**src/rtl/n1_dsp_mul_arb.sv**
```systemverilog
`default_nettype none
// ============================================================================
// Module   : n1_dsp_mul_arb
// Function : Two-port arbiter for the shared N1 DSP multiplier with in-order
//            ownership tracking and per-port product return.
// Revision : 1.0
// ============================================================================
module n1_dsp_mul_arb #(
    parameter int MUL_LAT  = 2,
    parameter bit FIX_PRIO = 1'b0
) (
    input  logic        clk_i,
    input  logic        async_rst_i,
    input  logic        req0_stb_i,
    input  logic        req0_sel_i,
    input  logic [15:0] req0_opd0_i,
    input  logic [15:0] req0_opd1_i,
    output logic        req0_ack_o,
    output logic        req0_rdy_o,
    output logic [31:0] req0_res_o,
    input  logic        req1_stb_i,
    input  logic        req1_sel_i,
    input  logic [15:0] req1_opd0_i,
    input  logic [15:0] req1_opd1_i,
    output logic        req1_ack_o,
    output logic        req1_rdy_o,
    output logic [31:0] req1_res_o,
    output logic        mul_sel_o,
    output logic [15:0] mul_opd0_o,
    output logic [15:0] mul_opd1_o,
    input  logic [31:0] mul_res_i,
    output logic        prb_arb_last_o,
    output logic        prb_arb_busy_o
);

    localparam int LAST_STG = MUL_LAT - 1;

    logic               last_q, last_d;
    logic               prb_last_q, prb_last_d;
    logic [MUL_LAT-1:0] vld_q, vld_d;
    logic [MUL_LAT-1:0] own_q, own_d;
    logic               rdy0_q, rdy0_d;
    logic               rdy1_q, rdy1_d;
    logic [31:0]        res0_q, res0_d;
    logic [31:0]        res1_q, res1_d;

    logic               w_grant_any;
    logic               w_grant_port;
    logic               w_ret_vld;
    logic               w_ret_own;

    // Grants are masked while reset is held so ack drops without a clock edge.
    always_comb begin
        w_grant_any  = 1'b0;
        w_grant_port = 1'b0;
        if (!async_rst_i) begin
            if (req0_stb_i && req1_stb_i) begin
                w_grant_any  = 1'b1;
                w_grant_port = FIX_PRIO ? 1'b0 : ~last_q;
            end else if (req0_stb_i) begin
                w_grant_any  = 1'b1;
                w_grant_port = 1'b0;
            end else if (req1_stb_i) begin
                w_grant_any  = 1'b1;
                w_grant_port = 1'b1;
            end
        end
    end

    assign req0_ack_o = req0_stb_i & w_grant_any & ~w_grant_port;
    assign req1_ack_o = req1_stb_i & w_grant_any &  w_grant_port;

    always_comb begin
        mul_sel_o  = 1'b0;
        mul_opd0_o = 16'h0000;
        mul_opd1_o = 16'h0000;
        if (w_grant_any) begin
            if (w_grant_port) begin
                mul_sel_o  = req1_sel_i;
                mul_opd0_o = req1_opd0_i;
                mul_opd1_o = req1_opd1_i;
            end else begin
                mul_sel_o  = req0_sel_i;
                mul_opd0_o = req0_opd0_i;
                mul_opd1_o = req0_opd1_i;
            end
        end
    end

    // Ownership shift register mirrors the DSP pipeline; it never stalls.
    always_comb begin
        vld_d    = vld_q;
        own_d    = own_q;
        vld_d[0] = w_grant_any;
        own_d[0] = w_grant_port;
        for (int i = 1; i < MUL_LAT; i++) begin
            vld_d[i] = vld_q[i-1];
            own_d[i] = own_q[i-1];
        end
    end

    assign w_ret_vld = vld_q[LAST_STG];
    assign w_ret_own = own_q[LAST_STG];

    always_comb begin
        last_d     = w_grant_any ? w_grant_port : last_q;
        prb_last_d = w_grant_any ? w_grant_port : prb_last_q;
        rdy0_d     = w_ret_vld & ~w_ret_own;
        rdy1_d     = w_ret_vld &  w_ret_own;
        res0_d     = rdy0_d ? mul_res_i : res0_q;
        res1_d     = rdy1_d ? mul_res_i : res1_q;
    end

    always_ff @(posedge clk_i or posedge async_rst_i) begin
        if (async_rst_i) begin
            last_q     <= 1'b1;
            prb_last_q <= 1'b0;
            vld_q      <= '0;
            own_q      <= '0;
            rdy0_q     <= 1'b0;
            rdy1_q     <= 1'b0;
            res0_q     <= 32'h0000_0000;
            res1_q     <= 32'h0000_0000;
        end else begin
            last_q     <= last_d;
            prb_last_q <= prb_last_d;
            vld_q      <= vld_d;
            own_q      <= own_d;
            rdy0_q     <= rdy0_d;
            rdy1_q     <= rdy1_d;
            res0_q     <= res0_d;
            res1_q     <= res1_d;
        end
    end

    assign req0_rdy_o     = rdy0_q;
    assign req1_rdy_o     = rdy1_q;
    assign req0_res_o     = res0_q;
    assign req1_res_o     = res1_q;
    assign prb_arb_last_o = prb_last_q;
    assign prb_arb_busy_o = |vld_q;

endmodule
`default_nettype wire
```
**config.mk**
```make
export PLATFORM = sky130hd
export DESIGN_NAME = n1_dsp_mul_arb
export DESIGN_NICKNAME = d
export VERILOG_FILES = /design/src/rtl/n1_dsp_mul_arb.sv
export SDC_FILE = /design/constraint.sdc
export NUM_CORES = 1
export LEC_CHECK = 0
export CAP_MARGIN = 0
export CORE_MARGIN = 2
export CORE_UTILIZATION = 39
export DETAILED_ROUTE_END_ITERATION = 10
export PLACE_DENSITY_LB_ADDON = 0.08
export SLEW_MARGIN = 20
export SYNTH_ARGS = -nofsm -noshare
export SYNTH_HDL_FRONTEND = slang
export SYNTH_SLANG_ARGS = --single-unit
```
**constraint.sdc**
```tcl
create_clock -name clk_i -period 3.8 [get_ports clk_i]
set_input_delay 1.14 -clock clk_i [delete_from_list [all_inputs] [get_ports clk_i]]
set_output_delay 1.14 -clock clk_i [all_outputs]
set_load 0.01 [all_outputs]
```
==> results.json, run 1 <==
{
  "fmax_mhz": 271,
  "synth_area_leaders": "dfrtp_1 49%, mux2_4 12%, nand2b_1 12%",
  "post-route-min-period_ns": 3.69,
  "grt_pass1_vias": 2969,
  "layout-drive-gt1-share_pct": 20.8,
  "cap_violations": 0,
  "clk_pin_slew_ns": 0.08,
  "tightest_slew_ns": 0.891,
  "critPathKind": "in -> out",
  "cp_data_arrival_time_ns": 2.55,
  "cellPowerDensity_nw_per_um2": 430,
  "clkPwrFrac_pct": 25.2,
  "pre_cts_slack_ns": -0.185,
  "vias_per_cell": 4.89,
  "synth_largest_area_cell": "dfrtp_1",
  "grt_pass1_wl_um": 15400,
  "status": "completed",
  "drc": 0,
  "reg2reg_from": "own_q[1]$_DFF_PP0_",
  "synth-xor-area-share_pct": 0,
  "syn_to_final_growth_pct": 63.5,
  "crit_path_end_kind": "primary output",
  "grt_max_degree": 73,
  "antenna_cells": 0,
  "wl_per_cell_um": 16.3,
  "routed_wl_um": 9710,
  "final_hold_viol_count": 0,
  "place_congestion": 0.819,
  "max_stage_delay_ns": 0.52,
  "internal-power_w": 0.00183,
  "setup_tns_ns": 0,
  "final_net_count": 583,
  "syn_inst": 278,
  "maxSlewViolCount": 0,
  "setup_ws_ns": 0.115,
  "chipWidth_um": 100,
  "critPathMaxFanout": 14,
  "skew_ns": 0.00996,
  "p_sw_w": 0.000714,
  "placementRows": 35,
  "dpl.hpwl_um": 7130,
  "vias": 2917,
  "cts_tree": "built",
  "syn_area_um2": 3620,
  "ys_seq_elements": 72,
  "drtAntennaViolNets": 0,
  "grtUsageTotal_pct": 19.5,
  "async_flop_share_pct": 100,
  "yosys.area_share.simple_pct": 12.8,
  "syn_area_per_cell_um2": 13.0,
  "ios": 205,
  "synth_edf_count": 0,
  "drt_iter0_drc": 96,
  "core-area_um2": 9110,
  "ys_top_cells_by_count": "71 x dfrtp_1, 68 x nand2b_1, 35 x mux2_2, 33 x o32ai_1, 29 x mux2_4",
  "relSlewSlack_pct": 40.6,
  "antenna_found_initial": 0,
  "worstSetupStartpoint": "req0_stb_i",
  "synthAdderAreaFrac_pct": 0,
  "synth-compound-area-share_pct": 8.75,
  "die_h_um": 100,
  "yosys.cell_count.top_type": "dfrtp_1",
  "rsz0062_at_grt": "false",
  "peakVddDrop_mv": 0.248,
  "port-buffer-count": 204,
  "gr-total-overflow": 0,
  "worstSetupStartpointType": "input port",
  "final-setup-viol-count": 0,
  "path_cells": "clkdlybuf4s50_1, inv_1, buf_4, o32ai_1, dlygate4sd2_1",
  "p_total_w": 0.00254,
  "post-route-period-util_pct": 97.0,
  "synth_warnings": 0,
  "hold_path.class": "reg -> reg",
  "die_area_um2": 10100,
  "syn-num-nets": 380,
  "hold_buffers": 0,
  "timing.hold.ws_ns": 0.370,
  "critPathTopFamily": "buffers and inverters",
  "cp_num_buf_inv": 4,
  "yosysTopAreaCellShare_pct": 49.1,
  "seq_area_frac_synth_pct": 49.8,
  "clock_latency_ns": 0.34,
  "power.leakage_nw": 2.60,
  "cts_made_buffers": 9,
  "cts_root_buf": "clkbuf_8",
  "pwr-share-seq_pct": 39.5,
  "power_frac_comb_pct": 35.3,
  "synth_top_family_by_area": "multiplexers",
  "muxShareOfSynthArea_pct": 22.9,
  "initial_utilization_pct": 39.7,
  "firstDrtPassIters": 4,
  "cpMaxStageDelayCell": "clkdlybuf4s50_1",
  "swShare_pct": 28.1,
  "htree_levels": 3,
  "required_ns": 2.66,
  "min_from": "own_q[0]$_DFF_PP0_",
  "clockBufferDepth": 2,
  "ys_types": 20,
  "cts.sinks": 72,
  "synth-main-ff-cell": "dfrtp_1"
}
[cell type report]
class,count,area [um^2]
Clock buffer,10,138
Clock inverter,6,75.1
Fill cell,745,3190
Inverter,4,15.0
Multi-Input combinational cell,176,1610
Sequential cell,72,1800
Tap cell,111,139
Timing Repair Buffer,218,2130
[worst register-to-register path, stage by stage, from the launching register on]
cell	delay, ns
dfrtp_1	0.36
nand2b_2	0.43
buf_4	0.45
mux2_2	0.39
[path summary, 6_finish.rpt]
path                                                    to  slack, ns  depth (start not counted)
worst min register to register          own_q[1]$_DFF_PP0_       0.37                          0
worst max register to register  req0_res_o[28]$_DFFE_PP0P_       2.07                          3
min in group asynchronous               vld_q[0]$_DFF_PP0_       1.78                          5
max in group asynchronous        req1_res_o[0]$_DFFE_PP0P_       1.43                          5
worst max-delay path                         mul_opd0_o[3]       0.11                          5
worst min-delay path                    own_q[1]$_DFF_PP0_       0.37                          0
[through the flow]
step | utilization [%] | std cells | instance area (um^2)
2_1_floorplan | - | 278 | 3620
3_3_place_gp | 63.0 | 581 | 5740
3_5_place_dp | 63.0 | 581 | 5740
4_1_cts | 64.9 | 597 | 5910
5_1_grt | 64.9 | 597 | 5920
6_report | 64.9 | 597 | 5920
[placed cells by master (no fill, tap or decap), types with 2 or more instances in the layout]
| master | n |
|---|---|
| clkbuf_8 | 10 |
| dlygate4sd2_1 | 34 |
| nor2_1 | 5 |
| inv_1 | 3 |
| clkdlybuf4s50_1 | 169 |
| inv_6 | 2 |
| dfrtp_1 | 71 |
| mux2_2 | 35 |
| buf_4 | 12 |
| buf_12 | 2 |
| mux2_4 | 29 |
| nand2b_1 | 67 |
| o32ai_1 | 33 |
[cell families (layout without fill, tap and decap cells)]
logic type      after synthesis  count (layout)
simple gates                 76              76
compound gates               36              36
buf+inv                      30             238
flops                        72              72
mux                          64              64
[state kept, by name, indices dropped and copies added, names as in the netlist]
signal          count
own_q               2
req0_res_o         32
vld_q               2
last_q              1
req1_rdy_o          1
prb_arb_last_o      1
req0_rdy_o          1
req1_res_o         32
[power by group through the flow]
stage	logic (W)	registers (W)	clock network (W)
floorplan	0.000323	0.00109	0
global placement	0.000917	0.00101	0
detailed placement	0.000929	0.00102	0
CTS	0.000911	0.00101	0.000663
global route	0.000957	0.00103	0.000708
finish	0.000899	0.00100	0.000640
[what timing repair did]
item | CTS | global route
setup endpoints to repair | 34 | 1
buffers inserted | 0 | 0
gates resized for setup | 34 | 1
[layer usage]
metal	track usage [%]	routed length [um]
met2	32.8	4910
met5	0	0
met4	5.16	111
met1	24.2	3940
met3	6.27	746
Power figures use the tool's default switching activity.
==> inputs of run 2 (changes only) <==
--- a/config.mk
+++ b/config.mk
@@ -6,7 +6,6 @@
 export NUM_CORES = 1
 export LEC_CHECK = 0
 export CAP_MARGIN = 0
-export CORE_MARGIN = 2
 export CORE_UTILIZATION = 39
 export DETAILED_ROUTE_END_ITERATION = 10
 export PLACE_DENSITY_LB_ADDON = 0.08
==> run 2 against run 1 <==
Combinational power increased by 0.6%. Largest power group unchanged. Clock-buffer cell count unchanged. Power fell by 1.4%. Cell count down 0.67%. Critical path depth did not move. Clock skew about the same. Highest routed layer unchanged. Non-clock buffer count shrank 1. The flow now finishes with violations (design-rule violations). Sequential cell count stayed put. Wire length is 2.4% higher. Cell area is 0.13% lower. Worst hold slack got worse by 0.027 ns.
==> results.json, run 2 (synthesized netlist as in run 1, its figures left out) <==
{
  "antenna_found_initial": 0,
  "drt_iter0_drc": 94,
  "clock_latency_ns": 0.33,
  "mostFrequentLayoutCell": "clkdlybuf4s50_1",
  "cellPowerDensity_nw_per_um2": 425,
  "chipWidth_um": 98.3,
  "dpl.hpwl_um": 7230,
  "die_area_um2": 9670,
  "cts_made_buffers": 9,
  "wl_per_cell_um": 16.8,
  "final_net_count": 582,
  "clk_pin_slew_ns": 0.07,
  "port-buffer-count": 204,
  "grtUsageTotal_pct": 20.9,
  "htree_levels": 3,
  "cts_resized": 35,
  "skew_ns": 0.0102,
  "cp_data_arrival_time_ns": 2.52,
  "fin_cells": 593,
  "cts_root_buf": "clkbuf_8",
  "syn_to_final_growth_pct": 63.3,
  "required_ns": 2.66,
  "drc": 10,
  "core-area_um2": 8850,
  "final_cell_mix": "169 x clkdlybuf4s50_1, 71 x dfrtp_1, 67 x nand2b_1, 35 x mux2_2, 35 x dlygate4sd2_1",
  "cap_violations": 0,
  "die_h_um": 98.3,
  "drtAntennaViolNets": 0,
  "post-route-period-util_pct": 96.3,
  "cts_tree": "built",
  "layout-drive-gt1-share_pct": 20.4,
  "placementRows": 34,
  "grt_pass1_wl_um": 15800,
  "hold_buffers": 0,
  "vias": 2931,
  "final_cell_area_um2": 5910,
  "ios": 205,
  "antenna_cells": 0,
  "clockBufferDepth": 2,
  "dpl.cell_count": 577,
  "power.leakage_nw": 2.58,
  "critPathMaxFanout": 33,
  "final_hold_viol_count": 0,
  "grt_max_degree": 73,
  "peakVddDrop_mv": 0.242,
  "routed_wl_um": 9940,
  "cts.sinks": 72,
  "fin_util_pct": 66.8,
  "post-route-min-period_ns": 3.66,
  "final-setup-viol-count": 0,
  "tightest_slew_ns": 0.899,
  "fmax_mhz": 273,
  "status": "finished with violations",
  "failed_checks": "design-rule violations",
  "rsz0062_at_grt": "false",
  "fillCellCount": 731,
  "place_congestion": 0.832,
  "hold_path.class": "reg -> reg",
  "worstSetupStartpointType": "input port",
  "vias_per_cell": 4.94,
  "initial_utilization_pct": 40.9,
  "gr-total-overflow": 0,
  "postCtsSetupBuffers": 0,
  "relSlewSlack_pct": 40.0,
  "maxSlewViolCount": 0,
  "grt_pass1_vias": 3060,
  "crit_path_end_kind": "primary output",
  "critPathKind": "in -> out",
  "placed_area_um2": 5760,
  "firstDrtPassIters": 7
}
==> run 2: cell count changes in the layout (fill, tap and decap cells not counted) <==
cell / delta
dlymetal6s2s_1: -1
inv_6: -1
inv_8: -1
clkinvlp_4: +1
buf_4: -3
buf_12: +2
dlygate4sd2_1: +1
clkbuf_8: -1
clkbuf_1: +1
clkinv_2: +1
==> run 2: layer usage <==
metal  vias to the layer above  share of wire, %  track usage, %  wire length (um)
met5                         -                 0               0                 0
met4                         0               1.2            6.20               115
met3                         8               7.2            5.87               720
met2                       111                52            35.9              5120
met1                      1417                40            25.7              3980
li1                       1395                 -               -                 -
==> run 2: stage by stage <==
stage / TNS (ns) / total power, W / setup slack, ns / hold slack, ns
after CTS: 0 / 0.00255 / 0.117 / 0.342
after global routing: 0 / 0.00264 / 0.0621 / 0.351
final: 0 / 0.00251 / 0.142 / 0.343
after detailed placement: -4.21 / 0.00195 / -0.170 / 0.335
after global placement: -3.95 / 0.00193 / -0.148 / 0.331
after floorplan: 0 / 0.00141 / 0.443 / 0.331
==> run 2: path summary, 6_finish.rpt <==
path	startpoint	endpoint	slack, ns	cells after the start
max in group asynchronous	async_rst_i	req1_res_o[14]$_DFFE_PP0P_	1.40	5
worst min-delay path	own_q[0]$_DFF_PP0_	own_q[1]$_DFF_PP0_	0.34	0
worst min register to register	own_q[0]$_DFF_PP0_	own_q[1]$_DFF_PP0_	0.34	0
worst max register to register	vld_q[1]$_DFF_PP0_	req0_res_o[29]$_DFFE_PP0P_	2.08	3
min in group asynchronous	async_rst_i	req1_res_o[7]$_DFFE_PP0P_	1.81	5
worst max-delay path	req1_stb_i	mul_opd0_o[13]	0.14	5
==> run 2: power breakdown <==
part	switching, W	internal (W)
logic	0.000326	0.000578
clock network	0.000291	0.000306
registers	0.0000842	0.000924
total	0.000700	0.00181
==> run 2: critical path, stage by stage <==
cell and delay (ns):
clkdlybuf4s50_1 0.49, a21bo_2 0.26, buf_12 0.17, o32ai_1 0.11, dlygate4sd2_1 0.34
==> run 2: area by class of cell <==
cell class                      instances  area [um^2]  share of cell area (%)
Clock buffer                           10          128                    2.16
Tap cell                              108          135                    2.29
Sequential cell                        72         1800                    30.5
Timing Repair Buffer                  217         2150                    36.3
Clock inverter                          6         67.6                    1.14
Multi-Input combinational cell        176         1610                    27.3
Inverter                                4         15.0                   0.254
==> inputs of run 3 (changes only) <==
==> constraint.sdc (replaced) <==
create_clock -name clk_i -period 3.6 [get_ports clk_i]
set_input_delay 1.08 -clock clk_i [delete_from_list [all_inputs] [get_ports clk_i]]
set_output_delay 1.08 -clock clk_i [all_outputs]
set_load 0.01 [all_outputs]
==> run 3 against run 2 <==
The run still ends with design-rule violations left. Critical path type unchanged. Global-route usage about the same. First-iteration DRC count increased by 20%. Via count increased by 0.85%. Cell count increased by 0.17%. Power increased by 4.3%. Clock-buffer cell count decreased by 1. Critical path depth unchanged. Die area unchanged. Sequential share of layout area about the same. Largest power group unchanged. Worst hold slack improved by 0.011 ns. Combinational power increased by 5.9%.
==> results.json, run 3 (synthesized netlist as in run 1, its figures left out) <==
{
  "cts_made_buffers": 9,
  "layout-drive-gt1-share_pct": 20.8,
  "post-route-min-period_ns": 3.56,
  "port-buffer-count": 204,
  "reg2reg_from": "own_q[1]$_DFF_PP0_",
  "fillCellCount": 706,
  "failed_checks": "design-rule violations",
  "drt_iter0_drc": 113,
  "skew_ns": 0.0136,
  "required_ns": 2.52,
  "peakVddDrop_mv": 0.283,
  "crit_path_end_kind": "primary output",
  "post-route-period-util_pct": 99.0,
  "r2r-end": "req0_res_o[29]$_DFFE_PP0P_",
  "routed_wl_um": 9920,
  "grt_max_degree": 52,
  "critPathTopFamily": "buffers and inverters",
  "multi_input_area_um2": 1610,
  "drc": 9,
  "crit_cells": 5,
  "fmax_mhz": 281,
  "r2r_cells": 3,
  "cts_root_buf": "clkbuf_8",
  "grtUsageTotal_pct": 20.9,
  "firstDrtPassIters": 9,
  "max_stage_delay_ns": 0.51,
  "clockBufferDepth": 2,
  "cts.sinks": 72,
  "path_cells": "clkdlybuf4s50_1, inv_1, buf_12, o32ai_1, dlygate4sd2_1",
  "initial_utilization_pct": 40.9,
  "antenna_cells": 0,
  "clock_latency_ns": 0.35,
  "status": "finished with violations",
  "cellPowerDensity_nw_per_um2": 443,
  "r2r_setup_slack_ns": 1.79,
  "place_congestion": 0.843,
  "hold_path.class": "reg -> reg",
  "vias_per_cell": 4.98,
  "wl_per_cell_um": 16.7,
  "cts_tree": "built",
  "cp_data_arrival_time_ns": 2.48,
  "pre_cts_slack_ns": -0.257,
  "worstSetupStartpoint": "req0_stb_i",
  "grt_pass1_wl_um": 15700,
  "maxSlewViolCount": 0,
  "vias": 2956,
  "power.leakage_nw": 2.57,
  "mostFrequentLayoutCell": "clkdlybuf4s50_1",
  "cpMaxStageDelayCell": "clkdlybuf4s50_1",
  "dpl.hpwl_um": 7330,
  "htree_levels": 3,
  "antenna_found_initial": 0,
  "critPathMaxFanout": 33,
  "cap_violations": 0,
  "rsz0062_at_grt": "false",
  "critPathCapture": "mul_opd0_o[2]",
  "tightest_slew_ns": 0.829,
  "worstSetupStartpointType": "input port",
  "gr-total-overflow": 0,
  "setup_ws_ns": 0.0371,
  "cp_num_buf_inv": 4,
  "postCtsSetupBuffers": 0,
  "ios": 205,
  "register_area_um2": 1800,
  "critPathKind": "in -> out",
  "timing.hold.ws_ns": 0.354,
  "final_cell_mix": "169 x clkdlybuf4s50_1, 71 x dfrtp_1, 67 x nand2b_1, 35 x mux2_2, 33 x o32ai_1",
  "final_net_count": 583,
  "die_area_um2": 9670,
  "die_h_um": 98.3,
  "core-area_um2": 8850,
  "placementRows": 34,
  "final-setup-viol-count": 0,
  "chipWidth_um": 98.3,
  "clk_pin_slew_ns": 0.08,
  "final_hold_viol_count": 0,
  "drtAntennaViolNets": 0,
  "syn_to_final_growth_pct": 63.3,
  "relSlewSlack_pct": 44.5,
  "grt_pass1_vias": 3093
}
[run 3: final cells by class]
cell class                 count  share of cell area (%)
clock inverter                 7                    1.06
multi-input combinational    176                    27.3
sequential                    72                    30.5
clock buffer                   9                    2.10
timing repair buffer         218                    36.5
tap                          108                    2.29
inverter                       4                   0.254
[run 3: worst reg2reg max path, stage by stage (launching register included)]
cell and delay [ns]:
dfrtp_1 0.36, nand2b_2 0.51, buf_4 0.44, mux2_2 0.39
[run 3: timing repair]
| item | in CTS | in global routing |
|---|---|---|
| hold buffers | 0 | 0 |
| endpoints found under the setup margin | 35 | 4 |
| cloned | 0 | 0 |
| resized for setup | 35 | 6 |
[run 3: worst min path at each step]
stage                        from  slack (ns)                  to  cells after the start
2_1_floorplan  own_q[0]$_DFF_PP0_        0.33  own_q[1]$_DFF_PP0_                      0
3_3_place_gp   own_q[0]$_DFF_PP0_        0.33  own_q[1]$_DFF_PP0_                      0
3_5_place_dp   own_q[0]$_DFF_PP0_        0.34  own_q[1]$_DFF_PP0_                      0
4_1_cts        own_q[0]$_DFF_PP0_        0.36  own_q[1]$_DFF_PP0_                      0
5_1_grt        own_q[0]$_DFF_PP0_        0.36  own_q[1]$_DFF_PP0_                      0
6_report       own_q[0]$_DFF_PP0_        0.35  own_q[1]$_DFF_PP0_                      0
[run 3: metrics by stage]
step	instances	setup TNS, ns	utilization [%]	power, W	instance area (um^2)
floorplan	278	0	-	0.00149	3620
global placement	578	-6.68	65.1	0.00204	5760
detailed placement	578	-6.95	65.1	0.00206	5760
CTS	594	0	66.8	0.00266	5910
global route	594	0	66.8	0.00276	5910
finish	594	0	66.8	0.00262	5910
[run 3: routing by layer]
metal  wire (um)  share of wire, %  global-route usage, %
met5           0                 0                      0
met4         313               3.2                   10.2
met3         714               7.2                   6.16
met2        4880                49                   35.1
met1        4010                40                   24.6
[run 3: power by group]
group,internal [W],total (W),leakage [nW],switching [W]
clock,0.000264,0.000600,0.0863,0.000336
combinational,0.000612,0.000957,1.64,0.000345
sequential,0.000974,0.00106,0.845,0.0000851
total,0.00185,0.00262,2.57,0.000766
